### config.mk
export PLATFORM = sky130hd
export DESIGN_NAME = icache_fill_ctrl
export DESIGN_NICKNAME = d
export VERILOG_FILES = /design/src/rtl/icache_fill_ctrl.sv
export SDC_FILE = /design/constraint.sdc
export NUM_CORES = 1
export LEC_CHECK = 0
export CAP_MARGIN = 20
export CORE_ASPECT_RATIO = 0.6
export CORE_MARGIN = 3
export CORE_UTILIZATION = 23
export CTS_CLUSTER_SIZE = 24
export DETAILED_ROUTE_END_ITERATION = 8
export SLEW_MARGIN = 20
export SYNTH_ARGS = -nofsm -noshare
export SYNTH_HDL_FRONTEND = slang
export SYNTH_SLANG_ARGS = --single-unit
### constraint.sdc
create_clock -name clk_i -period 2.5 [get_ports clk_i]
set_clock_uncertainty 0.15 [all_clocks]
set_input_delay 0.75 -clock clk_i [delete_from_list [all_inputs] [get_ports clk_i]]
set_output_delay 0.75 -clock clk_i [all_outputs]
set_load 0.02 [all_outputs]
### src/rtl/icache_fill_ctrl.sv
// ---------------------------------------------------------------------------
// icache_fill_ctrl
//
// This module is the refill controller for the L1 instruction cache. A fetch
// miss latches the line-aligned address. It then requests a burst from the
// next memory level and writes each returning beat into the data array. After
// the last beat it pulses a tag/valid commit.
//
// A control-flow redirect can arrive while a fill is in flight. In that case
// the burst already promised by memory is drained in ABORT, with no writes and
// no commit, so the cache is never left half-updated.
//
// Ports
//   clk_i, reset_i       clock, asynchronous active-high reset
//   pc_f_i               fetch PC
//   fetch_en_i           fetch stage presents a lookup this cycle
//   lookup_hit_i         tag-compare result for pc_f_i
//   redirect_i           taken-branch / mispredict redirect
//   mem_req_o            burst request, held until mem_gnt_i
//   mem_addr_o           line-aligned burst base address
//   mem_gnt_i            burst accepted; BLOCK_WORDS beats follow
//   mem_rvalid_i         read beat valid (word order 0..N-1)
//   mem_rdata_i          read beat data
//   fill_we_o            data-array word write enable
//   fill_word_o          word index of the current write
//   fill_data_o          write data (mem_rdata_i)
//   fill_line_addr_o     line address being filled
//   fill_commit_o        one-cycle tag write / valid set
//   instr_hit_f_o        fetched instruction valid (low stalls)
//   ic_repl_permit_o     a redirect may flush without corrupting a fill
//   miss_count_o         saturating count of misses that started a fill
// ---------------------------------------------------------------------------
module icache_fill_ctrl #(
  parameter int BLOCK_WORDS = 4,
  parameter int ADDR_WIDTH  = 32
) (
  input  logic                           clk_i,
  input  logic                           reset_i,
  input  logic [ADDR_WIDTH-1:0]          pc_f_i,
  input  logic                           fetch_en_i,
  input  logic                           lookup_hit_i,
  input  logic                           redirect_i,
  output logic                           mem_req_o,
  output logic [ADDR_WIDTH-1:0]          mem_addr_o,
  input  logic                           mem_gnt_i,
  input  logic                           mem_rvalid_i,
  input  logic [31:0]                    mem_rdata_i,
  output logic                           fill_we_o,
  output logic [$clog2(BLOCK_WORDS)-1:0] fill_word_o,
  output logic [31:0]                    fill_data_o,
  output logic [ADDR_WIDTH-1:0]          fill_line_addr_o,
  output logic                           fill_commit_o,
  output logic                           instr_hit_f_o,
  output logic                           ic_repl_permit_o,
  output logic [31:0]                    miss_count_o
);

  localparam int WI  = $clog2(BLOCK_WORDS);
  localparam int OFF = WI + 2;  // byte-offset bits within a line

  localparam logic [WI:0]   BEATS_FULL = (WI+1)'(BLOCK_WORDS);
  localparam logic [WI-1:0] LAST_IDX   = WI'(BLOCK_WORDS - 1);

  typedef enum logic [2:0] {
    S_IDLE,
    S_REQ,
    S_FILL,
    S_COMMIT,
    S_ABORT
  } state_e;

  state_e                  state_q, state_d;
  logic [WI-1:0]           cnt_q, cnt_d;     // next beat index in FILL
  logic [WI:0]             rem_q, rem_d;     // beats still to drain in ABORT
  logic [ADDR_WIDTH-1:0]   line_q, line_d;
  logic [31:0]             miss_q, miss_d;
  logic                    req_q, commit_q;

  // The word/byte offset bits of the PC never reach the line address.
  logic unused_pc_offset;
  assign unused_pc_offset = ^pc_f_i[OFF-1:0];

  function automatic logic [31:0] sat_inc(input logic [31:0] v);
    return (v == 32'hFFFF_FFFF) ? v : v + 32'd1;
  endfunction

  always_ff @(posedge clk_i or posedge reset_i) begin
    if (reset_i) begin
      state_q  <= S_IDLE;
      cnt_q    <= '0;
      rem_q    <= '0;
      line_q   <= '0;
      miss_q   <= '0;
      req_q    <= 1'b0;
      commit_q <= 1'b0;
    end else begin
      state_q  <= state_d;
      cnt_q    <= cnt_d;
      rem_q    <= rem_d;
      line_q   <= line_d;
      miss_q   <= miss_d;
      // Registered so both are high exactly while in their state.
      req_q    <= (state_d == S_REQ);
      commit_q <= (state_d == S_COMMIT);
    end
  end

  always_comb begin
    state_d          = state_q;
    cnt_d            = cnt_q;
    rem_d            = rem_q;
    line_d           = line_q;
    miss_d           = miss_q;
    fill_we_o        = 1'b0;
    instr_hit_f_o    = 1'b0;
    ic_repl_permit_o = 1'b0;

    case (state_q)
      S_IDLE: begin
        // Gated so a held reset never reports a hit.
        instr_hit_f_o    = lookup_hit_i & ~reset_i;
        ic_repl_permit_o = 1'b1;
        if (fetch_en_i && !lookup_hit_i && !redirect_i) begin
          line_d  = {pc_f_i[ADDR_WIDTH-1:OFF], {OFF{1'b0}}};
          miss_d  = sat_inc(miss_q);
          state_d = S_REQ;
        end
      end

      S_REQ: begin
        if (mem_gnt_i && !redirect_i) begin
          cnt_d   = '0;
          state_d = S_FILL;
        end else if (redirect_i && !mem_gnt_i) begin
          state_d = S_IDLE;
        end else if (redirect_i && mem_gnt_i) begin
          // The burst is already committed by memory; drain all of it.
          rem_d   = BEATS_FULL;
          state_d = S_ABORT;
        end
      end

      S_FILL: begin
        if (mem_rvalid_i) begin
          fill_we_o = 1'b1;
          cnt_d     = cnt_q + WI'(1);
        end
        // The last beat completes the line even under a simultaneous redirect.
        if (mem_rvalid_i && cnt_q == LAST_IDX) begin
          state_d = S_COMMIT;
        end else if (redirect_i) begin
          rem_d   = BEATS_FULL - ({1'b0, cnt_q} + (WI+1)'(mem_rvalid_i));
          state_d = S_ABORT;
        end
      end

      S_COMMIT: begin
        ic_repl_permit_o = 1'b1;
        state_d          = S_IDLE;
      end

      S_ABORT: begin
        if (mem_rvalid_i) begin
          if (rem_q == (WI+1)'(1)) begin
            state_d = S_IDLE;
          end else begin
            rem_d = rem_q - (WI+1)'(1);
          end
        end
      end

      default: state_d = S_IDLE;
    endcase
  end

  assign mem_req_o        = req_q;
  assign mem_addr_o       = line_q;
  assign fill_word_o      = cnt_q;
  assign fill_data_o      = mem_rdata_i;
  assign fill_line_addr_o = line_q;
  assign fill_commit_o    = commit_q;
  assign miss_count_o     = miss_q;

endmodule

==> results of run 1 <==
stage by stage:
step	TNS, ps	cells
final	0	667
after global routing	0	667
after CTS	0	667
after detailed placement	-29150	651
after global placement	-27640	651
after floorplan	-46.12	356
sequential cells by signal, summed over array words and instances, names as in the netlist:
register,cells
state_q,3
fill_word_o,2
mem_req_o,1
fill_commit_o,1
miss_count_o,32
rem_q,3
fill_line_addr_o,28
area by class of cell:
class	instances	area, µm²	share of cell area
Sequential cell	70	1752	0.3224
Multi-Input combinational cell	201	1551	0.2855
Timing Repair Buffer	149	1460	0.2687
Tap cell	222	277.8	0.05112
Clock buffer	10	239.0	0.04398
Clock inverter	6	116.4	0.02141
Inverter	9	37.54	0.006908
power by group through the flow:
stage	combinational, W	sequential, W	clock [W]
global placement	0.00237	0.00166	0
CTS	0.00239	0.00168	0.00158
detailed placement	0.00239	0.00169	0
finish	0.00236	0.00168	0.00152
floorplan	0.00123	0.00199	0
global route	0.00252	0.00174	0.00161
layer usage:
metal | global-route usage | up-vias | part of all wire | wire length (µm)
met4 | 0.03645 | 0 | 0.017 | 161
met5 | 0 | - | 0 | 0
met1 | 0.1362 | 1366 | 0.45 | 4281
met3 | 0.03939 | 20 | 0.093 | 878
met2 | 0.1627 | 134 | 0.44 | 4143
li1 | - | 1316 | - | -
path summary, 6_finish.rpt:
path	endpoint	cells past startpoint	slack, ps	start
hold reg to reg	miss_count_o[8]	1	360	miss_count_o[8]
max in group asynchronous	miss_count_o[31]	3	1270	reset_i
hold / removal	miss_count_o[8]	1	360	miss_count_o[8]
setup / recovery	miss_count_o[1]	6	130	lookup_hit_i
min in group asynchronous	fill_line_addr_o[16]	2	430	reset_i
setup reg to reg	miss_count_o[1]	5	170	state_q[1]
timing repair:
action                                 CTS  global route
gates resized for setup                 20             9
gates cloned                             0             0
endpoints found under the hold margin    0             0
pin swaps                                5             6
setup endpoints to repair               59            18
cells in the final DEF, fill, tap and decap left out, drive strengths merged, types with 8 or more instances in the layout:
cell type      Yosys  final
xnor2             13     13
inv                9      9
mux2              32     32
nor2              13     13
clkbuf             3     11
nand3             18     18
xor2              15     15
conb               1      8
nor3              11     11
nand4             13     13
clkdlybuf4s50      0    121
nand2             17     17
buf               73     22
dfrtp             70     70
logic make-up (layout without fill, tap and decap cells):
family                   count (synthesis)  count (layout)  share of synthesized area
AND/OR/NAND/NOR                        105             105                     0.1694
flip-flops                              70              70                     0.4580
AO/OA/AOI/OAI                           20              20                    0.03500
adder cells (fa/ha/maj)                  6               6                    0.01963
XOR/XNOR                                28              28                    0.06412
other                                    1               8                  0.0009804
buffers and inverters                   85             174                     0.1534
multiplexers                            34              34                    0.09944
==> qor.csv, run 1 <==
metric;value;unit
final_min_period_over_clock_period;0.9474;
post_synth_instance_area;3825;µm²
post-route-util;0.3437;
die_w;172.5;µm
combPwrFrac;0.425;
synth_common_cells;70 x sky130_fd_sc_hd__dfrtp_1, 68 x sky130_fd_sc_hd__buf_4, 29 x sky130_fd_sc_hd__mux2_2;
layout.cell_area.non_filler;5434;µm²
final-setup-viol-count;0;
setup.worst_path.class;in -> reg;
num_antenna_cells;0;
route.vias.total;2836;
place_hpwl;7156;µm
placementRows;35;
hold_crit_path_type;reg -> reg;
synthDistinctLibCells;46;
postSynthRegisterBits;70;
pwr-share-clk;0.273;
synthTopCellsByArea;sky130_fd_sc_hd__dfrtp_1 46%, sky130_fd_sc_hd__buf_4 13%, sky130_fd_sc_hd__mux2_2 8.5%;
preCtsSetupSlack;-640.1;ps
drt-pass1-iter-count;4;
totalWireLength;9463;µm
grt_pass1_vias;2894;
grt_antenna_before_repair;0;
synth.most_common_cell;sky130_fd_sc_hd__dfrtp_1;
critical_path.endpoint_type;flop;
setup_ws;131.5;ps
required;2560;ps
coreArea;15810;µm²
largest_net_degree_at_the_start_of_global_routing;40;
seq_area_frac_synth;0.4580;
maximum_vdd_ir_drop;0.0006521;V
die_footprint;18260;µm²
power.switching_fraction;0.3411;
fin_worst_hold_slack;357.1;ps
unrepaired_setup_endpoints_after_global_routing;false;
dieHeight;105.9;µm
power.static_leakage;2.367;nW
placement.cell_area;5052;µm²
cts_tree;yes;
power.switching;0.001897;W
fillerInstances;1579;
cts_sink_cnt;70;
worst_skew_pair.late_latency;330;ps
worst_path_largest_cell_delay;510;ps
cp_cell_sequence;clkdlybuf4s15_1 > or4b_4 > or2_4 > buf_4 > nor2_2 > mux2_1;
avgRoutedWirePerCell;14.19;µm
run_status;finished clean;
post-cts-setup-buffers;0;
p_seq_frac;0.302;
fmaxAchievable;0.4222;GHz
vias_per_cell;4.252;
synthToLayoutAreaGrowth;42.07;%
slew_viols_final;0;
finalCriticalPeriod;2369;ps
overflow;0;
tritoncts.num_buffers;9;
synth_area_leader_cell;sky130_fd_sc_hd__dfrtp_1;
crit_fanout;10;
p_int;0.003664;W
proportion_of_register_bits_with_asynchronous_set_or_reset_after_synthesis;1.000;
final_net_count;517;
ant_nets;0;
replace_congestion;0.7691;
io-pin-count;206;
worstSetupStartpointType;input port;
initial_utilization;0.2419;
p_per_area;1023;nW/µm²
power.total;0.005561;W
grt_first_pass_wirelength;15190;µm
cts_hold_buffers;0;
htreeDepth;3;
cp_arrival;2430;ps
cts.path.max_buffers;2;
clkTransAtPathRegs;60;ps
synth_enable_flop_cells;0;
drt_iter0_drc;148;
cpLargestDelayFamily;simple AND/OR/NAND/NOR gates;
netlist_instances;349;
report.final.hold_viol_count;0;
syn-mean-instance-area;10.96;µm²
cts-root-buf;sky130_fd_sc_hd__clkbuf_16;
ys.flop_type;sky130_fd_sc_hd__dfrtp_1;
critPathBufInv;2;
timing.max_cap.violations;0;
synth_largest_type_area_fraction;0.4580;
drc_errors;0;
slowest_cell_on_the_critical_path;sky130_fd_sc_hd__or4b_4;
yosysWarnings;0;
drive_gt1_frac;0.1933;
numPortBuffers;129;
grt_usage;0.1056;
No activity file was read; power rests on OpenSTA's default activity.
==> run 2, diff against run 1 <==
--- a/config.mk
+++ b/config.mk
@@ -7,7 +7,6 @@
 export LEC_CHECK = 0
 export CAP_MARGIN = 20
 export CORE_ASPECT_RATIO = 0.6
-export CORE_MARGIN = 3
 export CORE_UTILIZATION = 23
 export CTS_CLUSTER_SIZE = 24
 export DETAILED_ROUTE_END_ITERATION = 8
==> run 2 against run 1 <==
Net effect:
- die area decreased by 6.0%
- final area is 0.71% lower
- hold slack better by 1.5 ps
- flip-flop and latch count unchanged
- clock power down 13%
- combinational power about the same
- register-to-register slack about the same
- power is 3.4% lower
- global-route usage increased by 0.71 points
- critical path type is now reg -> out
- largest cell class unchanged
- largest power group unchanged
==> qor.csv, run 2 (same netlist as run 1, synthesis figures left out) <==
metric;value;unit;change
worst_skew_pair.late_latency;330;ps;about the same
drive_gt1_frac;0.1959;;was 0.1933
worstReg2RegEnd;miss_count_o[17];;was miss_count_o[1]
final_net_count;516;;was 517
io-pin-count;206;;unchanged
required;1600;ps;was 2560 ps
initial_utilization;0.2352;;was 0.2419
htreeDepth;3;;unchanged
route.vias.total;2811;;was 2836
clkTransAtPathRegs;60;ps;about the same
drc_errors;0;;unchanged
critical_path.endpoint_type;output pin;;was flop
reg2reg_depth;7;;was 5
die_footprint;17170;µm²;was 18260 µm²
run_status;finished clean;;unchanged
crit_fanout;3;;was 10
cp_arrival;1520;ps;was 2430 ps
crit_start;state_q[2];;was lookup_hit_i
finalCriticalPeriod;2422;ps;was 2369 ps
unrepaired_setup_endpoints_after_global_routing;false;;unchanged
fmaxAchievable;0.4129;GHz;was 0.4222 GHz
cts.path.max_buffers;2;;unchanged
numPortBuffers;129;;unchanged
totalWireLength;9282;µm;was 9463 µm
final-setup-viol-count;0;;unchanged
slew_viols_final;0;;unchanged
post-cts-setup-buffers;0;;unchanged
setup_tns;0;ps;unchanged
final_min_period_over_clock_period;0.9688;;was 0.9474
hold_path_startpoint;rem_q[2];;was miss_count_o[8]
drt-pass1-iter-count;4;;unchanged
power.total;0.005369;W;was 0.005561 W
hold_crit_path_type;reg -> reg;;unchanged
cts-root-buf;sky130_fd_sc_hd__clkbuf_16;;unchanged
ff2ff_setup_slack;160;ps;was 170 ps
avgRoutedWirePerCell;13.81;µm;was 14.19 µm
cts_hold_buffers;0;;unchanged
timing.max_cap.violations;0;;unchanged
coreArea;16260;µm²;was 15810 µm²
placementRows;36;;was 35
layout.cells.most_common;sky130_fd_sc_hd__clkdlybuf4s50_1;;unchanged
dieHeight;101.9;µm;was 105.9 µm
die_w;168.5;µm;was 172.5 µm
holdPathEnd;rem_q[2];;was miss_count_o[8]
grt_antenna_before_repair;0;;unchanged
drt_iter0_drc;89;;was 148
setup.worst_path.class;reg -> out;;was in -> reg
ant_nets;0;;unchanged
p_per_area;995.1;nW/µm²;was 1023 nW/µm²
place_hpwl;6962;µm;was 7156 µm
grt_first_pass_wirelength;15000;µm;was 15190 µm
maximum_vdd_ir_drop;0.0002972;V;was 0.0006521 V
worst_hold_path_stage_count;1;;unchanged
grt_pass1_vias;2782;;was 2894
setup_ws;77.95;ps;was 131.5 ps
worstReg2RegStart;state_q[1];;unchanged
flip_flop_count_of_the_largest_register_after_layout;32;;unchanged
mostFrequentLayoutCells;121 x sky130_fd_sc_hd__clkdlybuf4s50_1, 70 x sky130_fd_sc_hd__dfrtp_1, 29 x sky130_fd_sc_hd__mux2_2;;was 121 x sky130_fd_sc_hd__clkdlybuf4s50_1, 70 x sky130_fd_sc_hd__dfrtp_1, 29 x sky130_fd_sc_hd__mux2_2, 19 x sky130_fd_sc_hd__buf_4, 18 x sky130_fd_sc_hd__nand3_1
report.final.hold_viol_count;0;;unchanged
cts_sink_cnt;70;;unchanged
replace_congestion;0.8009;;was 0.7691
preCtsSetupSlack;-625.3;ps;was -640.1 ps
power.static_leakage;2.332;nW;was 2.367 nW
grt_usage;0.1128;;was 0.1056
largest_net_degree_at_the_start_of_global_routing;71;;was 40
synthToLayoutAreaGrowth;41.05;%;was 42.07%
num_antenna_cells;0;;unchanged
worstSetupStartpointType;flop;;was input port
cts_tree;yes;;unchanged
vias_per_cell;4.183;;was 4.252
overflow;0;;unchanged
tritoncts.num_buffers;9;;unchanged
run 2: cell count changes in the layout (fill, tap and decap cells not counted), sizes merged, moves of 2 or more:
cell	change
clkbuf	+3
bufinv	-2
clkdlybuf4s15	-2
clkinv	-2
clkinvlp	+2
dlygate4sd2	+2
run 2: worst max path at each step:
stage | cells after the start | slack, ps | to
after floorplan | 5 | -30 | miss_count_o[31]
after global placement | 4 | -610 | fill_we_o
after detailed placement | 4 | -630 | fill_we_o
after CTS | 6 | 30 | miss_count_o[19]
after global routing | 1 | 20 | miss_count_o[2]
final | 3 | 80 | instr_hit_f_o
run 2: through the flow:
| stage | instances | hold slack (ps) | util | area, µm² |
|---|---|---|---|---|
| floorplan | 356 | 319.8 | - | 3861 |
| global placement | 656 | 344.0 | 0.3107 | 5052 |
| detailed placement | 656 | 347.9 | 0.3107 | 5052 |
| CTS | 672 | 363.7 | 0.3316 | 5391 |
| global route | 672 | 388.8 | 0.3318 | 5395 |
| finish | 672 | 358.6 | 0.3318 | 5395 |
run 2: cell type report:
cell class                 count  area (µm²)
clock buffer                  12       256.5
clock inverter                 4       53.80
fill                        1635       10870
inverter                       9       37.54
multi-input combinational    201        1564
sequential                    70        1752
tap                          228       285.3
timing repair buffer         148        1446
run 2: critical path: stages, from the launching register on:
cell and delay (ps):
sky130_fd_sc_hd__dfrtp_1 410, sky130_fd_sc_hd__or2_2 350, sky130_fd_sc_hd__nor4b_4 260, sky130_fd_sc_hd__buf_4 180
run 2: where the power goes:
group | total [W] | internal (W) | leakage [nW] | switching (W)
Combinational | 0.00235 | 0.00122 | 1.28 | 0.00113
Clock | 0.00133 | 0.000831 | 0.145 | 0.000498
Sequential | 0.00169 | 0.00143 | 0.908 | 0.000254
run 2: layer usage:
layer / vias to the layer above / part of all wire / track usage
li1: 1319 / - / -
met1: 1349 / 0.47 / 0.1468
met2: 141 / 0.44 / 0.1736
met3: 2 / 0.087 / 0.04880
met4: 0 / 0.0029 / 0.02517
met5: - / 0 / 0
run 2: what timing repair did:
action                     CTS  global route
gates cloned                 0             0
pin swaps                    7             4
setup endpoints to repair   55            14
gates resized for setup     26             8
